<file path="config.mk">
export PLATFORM = sky130hd
export DESIGN_NAME = cpy_milestone1_alu
export DESIGN_NICKNAME = d
export VERILOG_FILES = /design/src/rtl/cpy_alu_defs.sv /design/src/rtl/cpy_addsub.sv /design/src/rtl/cpy_milestone1_alu.sv
export SDC_FILE = /design/constraint.sdc
export NUM_CORES = 1
export LEC_CHECK = 0
export ABC_AREA = 1
export BUFFER_PORTS_ARGS = -buffer_cell sky130_fd_sc_hd__buf_4
export CORE_UTILIZATION = 40
export CTS_BUF_LIST = sky130_fd_sc_hd__clkbuf_8
export CTS_CLUSTER_SIZE = 28
export DETAILED_ROUTE_END_ITERATION = 16
export GPL_TIMING_DRIVEN = 0
export PLACE_DENSITY = 0.67
export SYNTH_ARGS = -nofsm -noshare
export SYNTH_HDL_FRONTEND = slang
export SYNTH_HIERARCHICAL = 1
export SYNTH_SLANG_ARGS = --single-unit
</file>
<file path="constraint.sdc">
create_clock -name elk -period 0.8 [get_ports elk]
set_input_delay 0 -clock elk [delete_from_list [all_inputs] [get_ports elk]]
set_output_delay 0 -clock elk [all_outputs]
set_load 0.03 [all_outputs]
</file>
<file path="src/rtl/cpy_alu_defs.sv">
// Shared definitions for the milestone-1 ALU: default datapath width and sel opcodes.
// The optional shifter is selected by the CPY_ALU_SHIFT_EN macro in the top level.
package cpy_alu_defs;

    localparam int WIDTH = 32;

    localparam logic [2:0] ALU_ADD = 3'b000;
    localparam logic [2:0] ALU_SUB = 3'b001;
    localparam logic [2:0] ALU_AND = 3'b010;
    localparam logic [2:0] ALU_OR  = 3'b011;
    localparam logic [2:0] ALU_NOT = 3'b100;
    localparam logic [2:0] ALU_XOR = 3'b101;
    localparam logic [2:0] ALU_SLL = 3'b110;
    localparam logic [2:0] ALU_SRL = 3'b111;

endpackage

</file>
<file path="src/rtl/cpy_addsub.sv">
// Shared adder for ADD and SUB: sub=1 inverts opB and injects a carry-in,
// so cout is the no-borrow flag on subtraction.
module cpy_addsub #(
    parameter int WIDTH = 32
) (
    input  logic [WIDTH-1:0] opA,
    input  logic [WIDTH-1:0] opB,
    input  logic             sub,
    output logic [WIDTH-1:0] sum,
    output logic             cout,
    output logic             ovf
);

    logic [WIDTH-1:0] b_eff;
    logic [WIDTH:0]   full;

    assign b_eff = sub ? ~opB : opB;
    assign full  = {1'b0, opA} + {1'b0, b_eff} + {{WIDTH{1'b0}}, sub};
    assign sum   = full[WIDTH-1:0];
    assign cout  = full[WIDTH];
    // Overflow when the effective operands agree in sign but the sum does not.
    assign ovf   = (opA[WIDTH-1] == b_eff[WIDTH-1]) && (sum[WIDTH-1] != opA[WIDTH-1]);

endmodule

</file>
<file path="src/rtl/cpy_milestone1_alu.sv">
// Registered ALU for the milestone-1 datapath: operation mux, zero detect, output flops.
// Define CPY_ALU_SHIFT_EN to build the SLL/SRL shifter; otherwise sel 110/111 yield zero.
import cpy_alu_defs::*;

module cpy_milestone1_alu #(
    parameter int WIDTH = cpy_alu_defs::WIDTH
) (
    input  logic             elk,
    input  logic             rst_n,
    input  logic [WIDTH-1:0] opA,
    input  logic [WIDTH-1:0] opB,
    input  logic [2:0]       sel,
    output logic [WIDTH-1:0] res,
    output logic             z,
    output logic             c,
    output logic             v
);

    logic [WIDTH-1:0] res_d, res_q;
    logic             z_d, z_q;
    logic             c_d, c_q;
    logic             v_d, v_q;

    logic [WIDTH-1:0] as_sum;
    logic             as_cout;
    logic             as_ovf;
    logic             as_sub;

    assign as_sub = (sel == ALU_SUB);

    cpy_addsub #(.WIDTH(WIDTH)) u_addsub (
        .opA  (opA),
        .opB  (opB),
        .sub  (as_sub),
        .sum  (as_sum),
        .cout (as_cout),
        .ovf  (as_ovf)
    );

`ifdef CPY_ALU_SHIFT_EN
    localparam int SHW = $clog2(WIDTH);
    logic [SHW-1:0] shamt;
    assign shamt = opB[SHW-1:0];
`endif

    always_comb begin
        res_d = '0;
        c_d   = 1'b0;
        v_d   = 1'b0;
        case (sel)
            ALU_ADD, ALU_SUB: begin
                res_d = as_sum;
                c_d   = as_cout;
                v_d   = as_ovf;
            end
            ALU_AND: res_d = opA & opB;
            ALU_OR:  res_d = opA | opB;
            ALU_NOT: res_d = ~opA;
            ALU_XOR: res_d = opA ^ opB;
`ifdef CPY_ALU_SHIFT_EN
            ALU_SLL: res_d = opA << shamt;
            ALU_SRL: res_d = opA >> shamt;
`endif
            // Unknown sel (and disabled shifts) fall through to a zero result.
            default: res_d = '0;
        endcase
        z_d = (res_d == '0);
    end

    always_ff @(posedge elk or negedge rst_n) begin
        if (!rst_n) begin
            res_q <= '0;
            z_q   <= 1'b1;
            c_q   <= 1'b0;
            v_q   <= 1'b0;
        end else begin
            res_q <= res_d;
            z_q   <= z_d;
            c_q   <= c_d;
            v_q   <= v_d;
        end
    end

    assign res = res_q;
    assign z   = z_q;
    assign c   = c_q;
    assign v   = v_q;

endmodule

</file>
==> flow_summary.ini <==
[sta]
layout_worst_path_cycle_share_pct = 356
maxSlewViolCount = 0
max_freq_mhz = 351
final_hold_viol_count = 0
slew_at_the_pin_with_the_worst_max_slew_slack_ps = 826
setup-tns-final_ps = -53090
period_needed_ps = 2850
rsz0062_at_grt = true
setup_viol = 42
slew_headroom_pct = 44.9
setup_slack_ps = -2050

[cts]
clk_sink_count = 35
htree_levels = 2
clockRootBuffer = clkbuf_8
clk_pin_slew_ps = 60
cts_tree = yes
tritoncts.num_buffers = 5
clk_path_buf_depth = 2

[min_path]
hp-class = primary input to flip-flop

[grt]
overall_overflow_remaining_after_global_route = 0
via_count_of_the_first_global_routing_pass = 6344
grt.met1_usage_pct = 37.9
globalRoute.busiestLayer = met2
grt_util_met3_pct = 2.20
grt_antenna_before_repair = 0
track_usage_pct = 28.1
grt_first_pass_wirelength_mm = 32.6
groute.layer.met2.usage_pct = 46.5
grt_start_max_net_pins = 36

[power]
cellPowerDensity_nw_per_um2 = 1230
max-vdd-ir-drop_v = 0.000630
pwr-share-seq_pct = 18.5
power.switching_fraction_pct = 45.9
static-leakage-power_uw = 0.00496
clkPwrFrac_pct = 10.7
power.internal_uw = 6240
power.combinational.fraction_pct = 70.8
p_sw_uw = 5290

[layout]
n_antenna_cell = 0
commonest_cells_after_routing_fill_and_taps_aside = 186 x inv_1, 169 x nand2_1, 137 x buf_4
filler_cell_count = 1177
drive_above_1_share_pct = 39.8
layout-area-overhead-vs-synth_pct = 58.1
final_layout_net_count = 1347
final_cell_area_um2 = 9360
mostFrequentLayoutCell = inv_1

[logic_synthesis]
yosys_most_used_dff = dfrtp_1
yosys.area.top_type_share_pct = 20.1
synth.yosys.seq_area_share_pct = 14.8
yosysTopAreaCell = ha_1
synth_async_sr_flop_share_pct = 100
synthesis.nets = 1141
edff_count_synth = 0
synthTopCellsByArea = ha_1 20%, nand2_1 15%, dfrtp_1 14%
yosysWarnings = 6
post_synth_instance_area_um2 = 5920
postSynthCellCount = 976
postSynthRegisterBits = 35
avg_synthesized_cell_area_um2 = 6.07
synth.lib_cells_used.distinct = 34

[floorplanning]
die_height_um = 124
dieWidth_um = 124
start_util_pct = 40.9
die_area_um2 = 15300
core_um2 = 14500
rows = 44
top_level_ports = 104

[setup_path]
crit_path_start = sel[2]
worstSetupEndpoint = z
crit_top_cell = nand2_1
criticalPathCategory = primary input to flip-flop
start_kind = primary input
timing.critical_path.to_type = flip-flop
worstPathArrival_ps = 3060
worst_ep_required_time_ps = 1020
cp_max_fo = 6
crit_path_top_delay_cell = ha_1
critical-path-max-stage-delay_ps = 260

[route]
antenna_left = 0
initialDrtViolationCount = 682
drtPass1Iterations = 6
detail_route.drc_violations = 0
detail_route.vias_per_cell = 5.15
drt-total-wl_mm = 22.5
post_drt_wl_per_cell_um = 16.4
num_vias = 7032

[status]
outcome = finished, violations left
failed_checks = setup timing

[place]
post-dp-hpwl_mm = 16.0
portBuffers = 102
place_congestion = 0.937
placedInstanceArea_um2 = 7080
dpl_ws_ps = -2680

[job]
timing.max_cap.violations = 0
flip-flops by register name (all words and copies together) (netlist names):
name  cells
v         1
c         1
res      32
z         1
power groups by stage:
stage | clock network, uW | registers (uW) | logic, uW
floorplan | 0 | 2640 | 3000
global placement | 0 | 2110 | 5290
detailed placement | 0 | 2120 | 5330
CTS | 1260 | 2140 | 6800
global route | 1330 | 2160 | 8740
finish | 1240 | 2130 | 8160
cells in the mapped netlist, types with 5 or more instances:
| cell | number |
|---|---|
| dfrtp_1 | 34 |
| nand2_1 | 242 |
| inv_1 | 196 |
| buf_2 | 12 |
| nand2_2 | 12 |
| nand3_1 | 70 |
| o21bai_1 | 5 |
| nand4_1 | 24 |
| ha_1 | 95 |
| o21ai_0 | 39 |
| nor2_1 | 120 |
| a21oi_1 | 32 |
| clkbuf_1 | 10 |
| xor2_1 | 49 |
worst max-delay path, delay by kind of cell:
family	cells	cell delay [ps]
AOI/OAI and AO/OA	1	70
adders and majority gates	1	260
xor gates and xnor gates	1	140
buffers and inverters	7	840
and+or+nand+nor	20	1760
metal layers:
layer / wire length, um / share of wire, % / vias up
li1: - / - / 3397
met1: 9350 / 42 / 3240
met2: 10600 / 47 / 345
met3: 1860 / 8.3 / 50
met4: 652 / 2.9 / 0
met5: 0 / 0 / -
kinds of logic after synthesis:
kind of cell | synth area share [%]
AO/OA/AOI/OAI | 8.31
XOR/XNOR | 7.69
adder cells (fa/ha/maj) | 20.4
buffers and inverters | 14.7
flip-flops | 14.8
AND/OR/NAND/NOR | 34.1
worst min-delay path by stage:
stage	endpoint	from	cells past startpoint
floorplan	c	rst_n	0
global placement	res[5]	rst_n	1
CTS	res[22]	opA[22]	4
detailed placement	res[5]	rst_n	1
global route	v	opA[31]	6
finish	res[20]	opA[20]	4
stage by stage:
| step | std cells | util (%) | total power (uW) | hold WS, ps |
|---|---|---|---|---|
| global placement | 1262 | 48.9 | 7400 | -42.1 |
| detailed placement | 1262 | 48.9 | 7450 | -36.2 |
| floorplan | 976 | - | 5640 | -296 |
| CTS | 1339 | 58.4 | 10200 | 47.8 |
| global route | 1366 | 64.6 | 12200 | 70.9 |
| finish | 1366 | 64.6 | 11500 | 55.3 |
final cells by class:
type	count	area, um^2	area share (%)
Multi-Input combinational cell	716	5410	57.8
Timing Repair Buffer	199	1780	19.0
Sequential cell	35	877	9.37
Inverter	200	758	8.10
Tap cell	184	230	2.46
Buffer	25	210	2.25
Clock buffer	6	82.6	0.882
Clock inverter	1	5.00	0.0535
what timing repair did:
action | 4_1_cts | 5_1_grt
hold buffers | 1 | 0
hold endpoints to repair | 35 | 0
buffers inserted | 69 | 31
cloned | 2 | 0
gates resized for setup | 184 | 154
pin swaps | 75 | 89
setup endpoints to repair | 67 | 70
No activity file was read; power rests on OpenSTA's default activity.
